## src/rtl/pc_sequencer.sv

```systemverilog
`default_nettype none
// ============================================================================
// Module      : pc_sequencer
// Description : Multicycle fetch / next-PC controller. Boots the PC, fetches
//               through a req/ack handshake, latches the IR, waits for the
//               datapath, computes the next PC and strobes the PC register.
// Revision    : 1.0 - initial release
// ============================================================================
module pc_sequencer #(
  parameter logic [31:0] BASE_ADDR = 32'h0000_3000,
  parameter int unsigned TIMEOUT   = 16
) (
  input  logic        clk,
  input  logic        rst,
  input  logic [31:0] pc,
  input  logic        imem_ack,
  input  logic [31:0] imem_rdata,
  input  logic        ex_done,
  input  logic        zero,
  input  logic [31:0] rs_val,
  output logic [31:0] npc,
  output logic        pcwr,
  output logic        imem_req,
  output logic [31:0] imem_addr,
  output logic [31:0] ir,
  output logic        ir_valid,
  output logic [31:0] link_addr,
  output logic [31:0] retired,
  output logic        halted,
  output logic [1:0]  err_code
);

  localparam int unsigned      CNT_W    = $clog2(TIMEOUT + 1);
  localparam logic [CNT_W-1:0] CNT_LAST = CNT_W'(TIMEOUT - 1);

  localparam logic [5:0] OP_SPECIAL = 6'h00;
  localparam logic [5:0] OP_J       = 6'h02;
  localparam logic [5:0] OP_JAL     = 6'h03;
  localparam logic [5:0] OP_BEQ     = 6'h04;
  localparam logic [5:0] OP_BNE     = 6'h05;
  localparam logic [5:0] FN_JR      = 6'h08;

  localparam logic [1:0] ERR_NONE    = 2'b00;
  localparam logic [1:0] ERR_TIMEOUT = 2'b01;
  localparam logic [1:0] ERR_JR      = 2'b10;

  typedef enum logic [2:0] {
    BOOT    = 3'd0,
    FETCH   = 3'd1,
    WAIT_IM = 3'd2,
    EXEC    = 3'd3,
    UPDATE  = 3'd4,
    HALT    = 3'd5
  } state_t;

  state_t           r_state, w_state;
  logic [CNT_W-1:0] r_cnt, w_cnt;

  logic [31:0] w_npc, w_imem_addr, w_ir, w_link_addr, w_retired;
  logic        w_pcwr, w_imem_req, w_ir_valid, w_halted;
  logic [1:0]  w_err_code;

  logic [31:0] w_pc4, w_br_tgt, w_jmp_tgt, w_target;
  logic        w_is_jr;

  // Branch/jump target selection for the instruction held in the IR.
  always_comb begin
    w_pc4     = pc + 32'd4;
    w_br_tgt  = w_pc4 + {{14{ir[15]}}, ir[15:0], 2'b00};
    w_jmp_tgt = {w_pc4[31:28], ir[25:0], 2'b00};
    w_is_jr   = (ir[31:26] == OP_SPECIAL) && (ir[5:0] == FN_JR);
    w_target  = w_pc4;
    case (ir[31:26])
      OP_BEQ:     w_target = zero ? w_br_tgt : w_pc4;
      OP_BNE:     w_target = zero ? w_pc4 : w_br_tgt;
      OP_J,
      OP_JAL:     w_target = w_jmp_tgt;
      OP_SPECIAL: w_target = w_is_jr ? rs_val : w_pc4;
      default:    w_target = w_pc4;
    endcase
  end

  // Next-state and next-output logic; every output is registered, so the
  // values computed here appear one cycle later. pcwr is raised on entry to
  // UPDATE so the PC register has loaded the new value by the FETCH cycle.
  always_comb begin
    w_state     = r_state;
    w_cnt       = r_cnt;
    w_npc       = npc;
    w_pcwr      = 1'b0;
    w_imem_req  = imem_req;
    w_imem_addr = imem_addr;
    w_ir        = ir;
    w_ir_valid  = 1'b0;
    w_link_addr = link_addr;
    w_retired   = retired;
    w_halted    = halted;
    w_err_code  = err_code;
    case (r_state)
      BOOT: begin
        // Two-phase: raise the pulse, then move on once it has been seen.
        w_npc = BASE_ADDR;
        if (!pcwr) begin
          w_pcwr = 1'b1;
        end else begin
          w_state = FETCH;
        end
      end
      FETCH: begin
        w_imem_req  = 1'b1;
        w_imem_addr = pc;
        w_link_addr = pc + 32'd4;
        w_cnt       = '0;
        w_state     = WAIT_IM;
      end
      WAIT_IM: begin
        if (imem_ack) begin
          w_ir       = imem_rdata;
          w_ir_valid = 1'b1;
          w_imem_req = 1'b0;
          w_state    = EXEC;
        end else if (r_cnt == CNT_LAST) begin
          w_halted   = 1'b1;
          w_err_code = ERR_TIMEOUT;
          w_imem_req = 1'b0;
          w_state    = HALT;
        end else begin
          w_cnt = r_cnt + 1'b1;
        end
      end
      EXEC: begin
        if (ex_done) begin
          if (w_is_jr && (rs_val[1:0] != 2'b00)) begin
            w_halted   = 1'b1;
            w_err_code = ERR_JR;
            w_state    = HALT;
          end else begin
            w_npc   = w_target;
            w_pcwr  = 1'b1;
            w_state = UPDATE;
          end
        end
      end
      UPDATE: begin
        w_retired = retired + 32'd1;
        w_state   = FETCH;
      end
      HALT: begin
        w_imem_req = 1'b0;
      end
      default: begin
        w_state = BOOT;
      end
    endcase
  end

  // State and output registers with synchronous reset.
  always_ff @(posedge clk) begin
    if (rst) begin
      r_state   <= BOOT;
      r_cnt     <= '0;
      npc       <= BASE_ADDR;
      pcwr      <= 1'b0;
      imem_req  <= 1'b0;
      imem_addr <= '0;
      ir        <= '0;
      ir_valid  <= 1'b0;
      link_addr <= '0;
      retired   <= '0;
      halted    <= 1'b0;
      err_code  <= ERR_NONE;
    end else begin
      r_state   <= w_state;
      r_cnt     <= w_cnt;
      npc       <= w_npc;
      pcwr      <= w_pcwr;
      imem_req  <= w_imem_req;
      imem_addr <= w_imem_addr;
      ir        <= w_ir;
      ir_valid  <= w_ir_valid;
      link_addr <= w_link_addr;
      retired   <= w_retired;
      halted    <= w_halted;
      err_code  <= w_err_code;
    end
  end

endmodule
`default_nettype wire

```

## config.mk

```make
export PLATFORM = sky130hd
export DESIGN_NAME = pc_sequencer
export DESIGN_NICKNAME = d
export VERILOG_FILES = /design/src/rtl/pc_sequencer.sv
export SDC_FILE = /design/constraint.sdc
export NUM_CORES = 1
export LEC_CHECK = 0
export ABC_AREA = 0
export CORE_MARGIN = 3
export CORE_UTILIZATION = 44
export CTS_BUF_LIST = sky130_fd_sc_hd__clkbuf_16
export DETAILED_ROUTE_END_ITERATION = 8
export GPL_ROUTABILITY_DRIVEN = 1
export GPL_TIMING_DRIVEN = 0
export PLACE_DENSITY = 0.77
export SLEW_MARGIN = 20
export SYNTH_ARGS = -nofsm -noshare
export SYNTH_HDL_FRONTEND = slang
export SYNTH_SLANG_ARGS = --single-unit
```

## constraint.sdc

```tcl
create_clock -name clk -period 3.8 [get_ports clk]
set_clock_uncertainty 0.15 [all_clocks]
set_input_delay 0.76 -clock clk [delete_from_list [all_inputs] [get_ports clk]]
set_output_delay 0.76 -clock clk [all_outputs]
set_load 0.02 [all_outputs]
```

==> metrics.csv, run 1 <==
metric,value,unit
iteration count of the initial detailed-routing pass,6,
Pins Over Slew Limit,0,
final wirelength,38600,um
reg-to-reg endpoint,npc[30],
"Worst Setup Slack, final",-0.0579,ns
routability-driven placement congestion ratio,0.956,
clk slew on worst S/H paths,0.07,ns
Power Density,490,mW/mm^2
Crit Path Class,primary input to flip-flop,
grt met2 use,48.1,%
root buffer cell,clkbuf_16,
Pwr Total,6.92,mW
vias in the first global route,10100,
pin count of the biggest net entering global routing,21,
crit-path max FO,5,
Starting Density,45.0,%
CTS Buf Count,17,
"antenna viol nets, final",0,
Die Footprint,0.0234,mm^2
drt drc,0,
register bit total from synthesis,172,
worst skew pair latency,0.44,ns
PortBufs,266,
RR Startpoint,ir[15],
Synth Warn #,0,
Tmin final,3.86,ns
Post-synth EDFFs,0,
routed via count,10700,
sequential share of the synthesized area,36.2,%
share of cells above drive strength 1,13.3,%
Least-Margin Pin Slew,1.34,ns
max_slew headroom,10.6,%
endpoint required time on the critical path,3.96,ns
most frequent cell after synthesis,nand2_1,
Core ar.,0.0212,mm^2
Leak,5.30,nW
post-DP HPWL,27500,um
Most used DFF post-synth,dfxtp_1,
crit start category,primary input,
Setup TNS Final,-0.132,ns
Die Y,153,um
Iter 0 DRT Violations,884,
count of different cell masters after synthesis,78,
Clock Path Buffers,2,
hold slack,0.310,ns
crit path from,pc[5],
max cap viols,0,
GRT met1 Usage,38.7,%
layout overhead on the synthesized area,48.3,%
Mapped Avg Cell Area,7.79,um^2
Highest Clock Rate,0.259,GHz
number of clock sinks,172,
netlist area before placement,0.00952,mm^2
Hold Path Class,flip-flop to flip-flop,
dominant cells by area after synthesis,"dfxtp_1, nand2_1, a21oi_1",
Synth async-reset ratio,0,%
endpoints failing setup,5,
FP Rows,53,
routed len/inst,21.1,um
Reg2Reg Setup Slack,0.36,ns
H-tree depth,4,
unrepaired setup endpoints after global routing,yes,
Post-synth top cells,"nand2_1, dfxtp_1, nor2_1",
number of antenna violations at the first check in global routing,1,
syn_nets,1361,
GR Layer Usage met3,11.9,%
total track usage,30.9,%
final core occ,66.7,%
Mapped Cells,1221,
Yosys top cell by area,dfxtp_1,
status,"finished, violations left",
WP data arrival,4.02,ns
Nets,1678,
Die X,153,um
vias per cell,5.86,
Final Hold Vio Count,0,
failing checks,negative setup slack,
busiest grt layer,met2,
share of the synthesized area in the top cell type,36.2,%
grt total ovfl,0,
Ports,267,
Final period util,102,%
maximum VDD drop,0.000402,V
CTS tree,yes,
CP Capture Point,npc[30],
global-route wire length before repair,57200,um
crit end category,flip-flop,
FF-to-FF path depth,8,
layer usage:
metal  share of wire [%]  wire [um]
met5                   0          0
met4                 3.9       1500
met3                  12       4730
met2                  44      17100
met1                  40      15200
metrics by stage:
step           setup WS, ns  area (um^2)  cells
2_1_floorplan      -0.00518         9560   1221
3_3_place_gp          -1.36        12600   1762
3_5_place_dp          -1.38        12600   1762
4_1_cts             0.00178        13600   1806
5_1_grt              -0.153        14100   1827
6_report            -0.0579        14100   1827
flip-flops by register name (all words and copies together) (netlist names), 2 cells and up:
name,cells
ir,32
imem_addr,32
npc,32
r_cnt,5
r_state,3
err_code,2
link_addr,30
retired,32
critical path, cell delays in order:
cell and delay [ns]:
buf_2 0.17, nand3_4 0.14, nor4_4 0.33, buf_4 0.22, and2_4 0.19, xor2_2 0.35, ha_1 0.37, a21boi_1 0.18
nor3_2 0.29, o311ai_4 0.20, a211o_1 0.42, and3_1 0.18, nor3_1 0.12, o21ai_0 0.09
worst min-delay path by stage:
stage / end / start / depth (start not counted) / slack (ns)
floorplan: r_cnt[4] / r_cnt[4] / 2 / 0.31
global placement: npc[17] / npc[17] / 2 / 0.29
detailed placement: imem_addr[9] / imem_addr[9] / 2 / 0.30
CTS: imem_addr[4] / imem_addr[4] / 2 / 0.31
global route: imem_addr[24] / imem_addr[24] / 2 / 0.33
finish: imem_addr[28] / imem_addr[28] / 2 / 0.31
cell families (layout without fill, tap and decap cells):
kind of cell               count (synthesis)  after routing  synth area share (%)
and+or+nand+nor                          508            508                  24.8
muxes                                      5              5                 0.539
AOI/OAI and AO/OA                        315            315                  21.3
DFF                                      172            172                  36.2
buffers and inverters                    105            435                  4.73
xor gates and xnor gates                  77             77                  7.26
adders and majority gates                 39             39                  5.21
other                                      0              1                     0
timing repair:
| action | 4_1_cts | 5_1_grt |
|---|---|---|
| resized for setup | 119 | 97 |
| setup endpoints to repair | 23 | 17 |
| pin swaps | 14 | 37 |
| setup buffers | 16 | 21 |
| hold buffers | 0 | 0 |
final cells by class:
cell class	instances	area (um^2)
repair buffers	303	2960
well taps	275	344
plain buffers	69	313
clock buffers	17	425
flip-flops and latches	172	3440
clock inverters	15	139
fillers	1766	7040
diodes	1	2.50
multi-input cells	944	6380
inverters	31	116
cells in the final DEF, fill, tap and decap left out, types with 7 or more instances in the layout:
| master | synthesis | routed |
|---|---|---|
| ha_1 | 38 | 23 |
| a21oi_1 | 126 | 119 |
| clkbuf_1 | 51 | 48 |
| inv_1 | 31 | 27 |
| xor2_1 | 43 | 31 |
| nand2_1 | 202 | 196 |
| a21o_1 | 13 | 13 |
| and3_1 | 15 | 13 |
| nor3_1 | 42 | 38 |
| nor2_1 | 131 | 126 |
| nand4_1 | 21 | 21 |
| o21ai_0 | 55 | 50 |
| dfxtp_1 | 172 | 172 |
| or3_1 | 13 | 13 |
| a211oi_1 | 19 | 17 |
| a22oi_1 | 23 | 23 |
| ha_4 | 0 | 13 |
| clkbuf_16 | 0 | 17 |
| nand3_1 | 30 | 25 |
| clkdlybuf4s50_1 | 0 | 242 |
| buf_4 | 3 | 39 |
| xnor2_1 | 33 | 22 |
| a222oi_1 | 17 | 17 |
| xor2_2 | 0 | 7 |
| buf_6 | 4 | 7 |
| and4_1 | 8 | 7 |
| buf_2 | 11 | 11 |
report_power, final:
part | switching [mW] | internal (mW) | total [mW]
clock network | 0.825 | 0.916 | 1.74
logic | 1.74 | 1.15 | 2.89
registers | 0.207 | 2.08 | 2.29
Power figures use the tool's default switching activity.
==> inputs of run 2 (changes only) <==
--- a/config.mk
+++ b/config.mk
@@ -12,6 +12,7 @@
 export DETAILED_ROUTE_END_ITERATION = 8
 export GPL_ROUTABILITY_DRIVEN = 1
 export GPL_TIMING_DRIVEN = 0
+export MAX_ROUTING_LAYER = met4
 export PLACE_DENSITY = 0.77
 export SLEW_MARGIN = 20
 export SYNTH_ARGS = -nofsm -noshare
==> metrics.csv, run 2 (same netlist as run 1, synthesis figures left out) <==
metric,value,unit,change
status,"complete, no violations",,
grt total ovfl,0,,unchanged
share of cells above drive strength 1,14.0,%,+0.66 points
Final period util,99.9,%,-1.6 points
Ports,267,,unchanged
drt drc,0,,unchanged
Nets,1685,,+0.42%
number of antenna violations at the first check in global routing,1,,unchanged
Placed Cells,1762,,unchanged
Clock Path Buffers,2,,unchanged
CTS Buf Count,17,,unchanged
crit-path max FO,5,,unchanged
Least-Margin Pin Slew,1.30,ns,-0.0429 ns
Final Hold Vio Count,0,,unchanged
FP Rows,53,,unchanged
routed len/inst,21.4,um,+1.2%
crit start category,primary input,,
"most common cell after layout, fill and taps aside",clkdlybuf4s50_1,,
Highest Clock Rate,0.263,GHz,+1.6%
post-DP HPWL,27600,um,+0.18%
fillers,1724,,-2.4%
global-route wire length before repair,58000,um,+1.3%
multi-input logic area,0.00641,mm^2,+0.47%
Setup TNS Final,0,ns,+0.132 ns
worst skew pair latency,0.43,ns,about the same
root buffer cell,clkbuf_16,,
Hold Buf Count CTS,0,,unchanged
Hold Path Class,flip-flop to flip-flop,,
WP data arrival,3.98,ns,-0.04 ns
Core ar.,0.0212,mm^2,unchanged
crit end category,flip-flop,,
highest metal used,met4,,
M1 WL,15600,um,+2.6%
routability-driven placement congestion ratio,0.970,,+1.5%
vias in the first global route,10300,,+1.7%
number of clock sinks,172,,unchanged
max cap viols,0,,unchanged
most frequent cells in the layout,"clkdlybuf4s50_1, nand2_1, dfxtp_1",,
total track usage,32.3,%,+1.3 points
Iter 0 DRT Violations,927,,+4.9%
DR WL met2,17700,um,+3.7%
clk slew on worst S/H paths,0.08,ns,about the same
final wirelength,39200,um,+1.6%
endpoint required time on the critical path,3.98,ns,+0.02 ns
met3 wire len,4400,um,-6.9%
Pins Over Slew Limit,0,,unchanged
Die X,153,um,unchanged
H-tree depth,4,,unchanged
Crit Path Class,primary input to flip-flop,,
PortBufs,266,,unchanged
unrepaired setup endpoints after global routing,yes,,
Tmin final,3.80,ns,-0.0615 ns
Leak,5.28,nW,-0.43%
Die Footprint,0.0234,mm^2,unchanged
iteration count of the initial detailed-routing pass,6,,unchanged
endpoints failing setup,0,,-5
Starting Density,45.0,%,unchanged
pin count of the biggest net entering global routing,21,,unchanged
vias per cell,5.85,,-0.11%
Power Density,486,mW/mm^2,-0.82%
Die Y,153,um,unchanged
maximum VDD drop,0.000335,V,-17%
layout overhead on the synthesized area,48.9,%,
routed via count,10700,,+0.21%
"antenna viol nets, final",0,,unchanged
max_slew headroom,13.4,%,+2.9 points
CTS tree,yes,,
Non-Filler Instances,1833,,+0.33%
Reg area,0.00344,mm^2,unchanged
[run 2: cell types whose count changed in the layout (fill, tap and decap cells not counted), sizes merged]
cell / previous run / this run
dlygate4sd2: 3 / 5
clkinv: 6 / 4
clkinvlp: 1 / 4
buf: 65 / 73
inv: 38 / 36
clkdlybuf4s15: 3 / 1
dlymetal6s2s: 4 / 1
clkdlybuf4s50: 242 / 245
clkbuf: 72 / 71
[run 2: final timing paths]
kind                      start             to  slack [ns]  depth (start not counted)
hold reg to reg   imem_addr[23]  imem_addr[23]        0.31                          2
hold / removal    imem_addr[23]  imem_addr[23]        0.31                          2
setup reg to reg         ir[15]        npc[28]        0.44                          7
setup / recovery         pc[11]        npc[25]       0.004                         15
[run 2: through the flow]
step	hold WS [ns]	worst slack, ns	util, %	power, mW	instance area, um^2
detailed placement	0.298	-1.46	59.4	4.98	12600
finish	0.306	0.00364	67.0	6.88	14200
floorplan	0.307	-0.00518	-	3.83	9560
CTS	0.310	0.00191	65.0	6.74	13800
global placement	0.286	-1.38	59.4	4.96	12600
global route	0.332	-0.110	67.0	7.19	14200
[run 2: final cells by class]
class,count,area share [%]
antenna,1,0.0177
buffer,69,2.21
clock buffer,17,3.00
clock inverter,14,0.866
inverter,31,0.821
multi-input combinational,944,45.2
sequential,172,24.3
tap,275,2.43
timing repair buffer,310,21.1
[run 2: critical path: stages]
cell     delay (ns)
buf_8          0.09
nand4_1        0.10
buf_6          0.15
nor4_4         0.30
buf_6          0.19
and3_4         0.22
nand2_1        0.11
xnor2_2        0.33
ha_2           0.39
inv_1          0.20
nor2_1         0.13
a21oi_1        0.15
or3b_1         0.37
xor2_1         0.16
a221o_1        0.31
[run 2: metal layers]
metal / GRT usage (%) / up-vias
met5: - / -
met4: 11.6 / 0
met1: 40.5 / 5089
met3: 10.5 / 102
met2: 48.9 / 560
li1: - / 4976
[run 2: power by group]
part	switching [mW]	internal, mW	leakage [nW]
Clock	0.789	0.902	0.260
Sequential	0.207	2.08	1.40
Combinational	1.75	1.15	3.62
Total	2.74	4.14	5.28
[run 2: repair_timing]
action | CTS | global route
resized for setup | 127 | 91
pin swaps | 26 | 33
setup endpoints to repair | 23 | 18
buffers inserted | 29 | 15
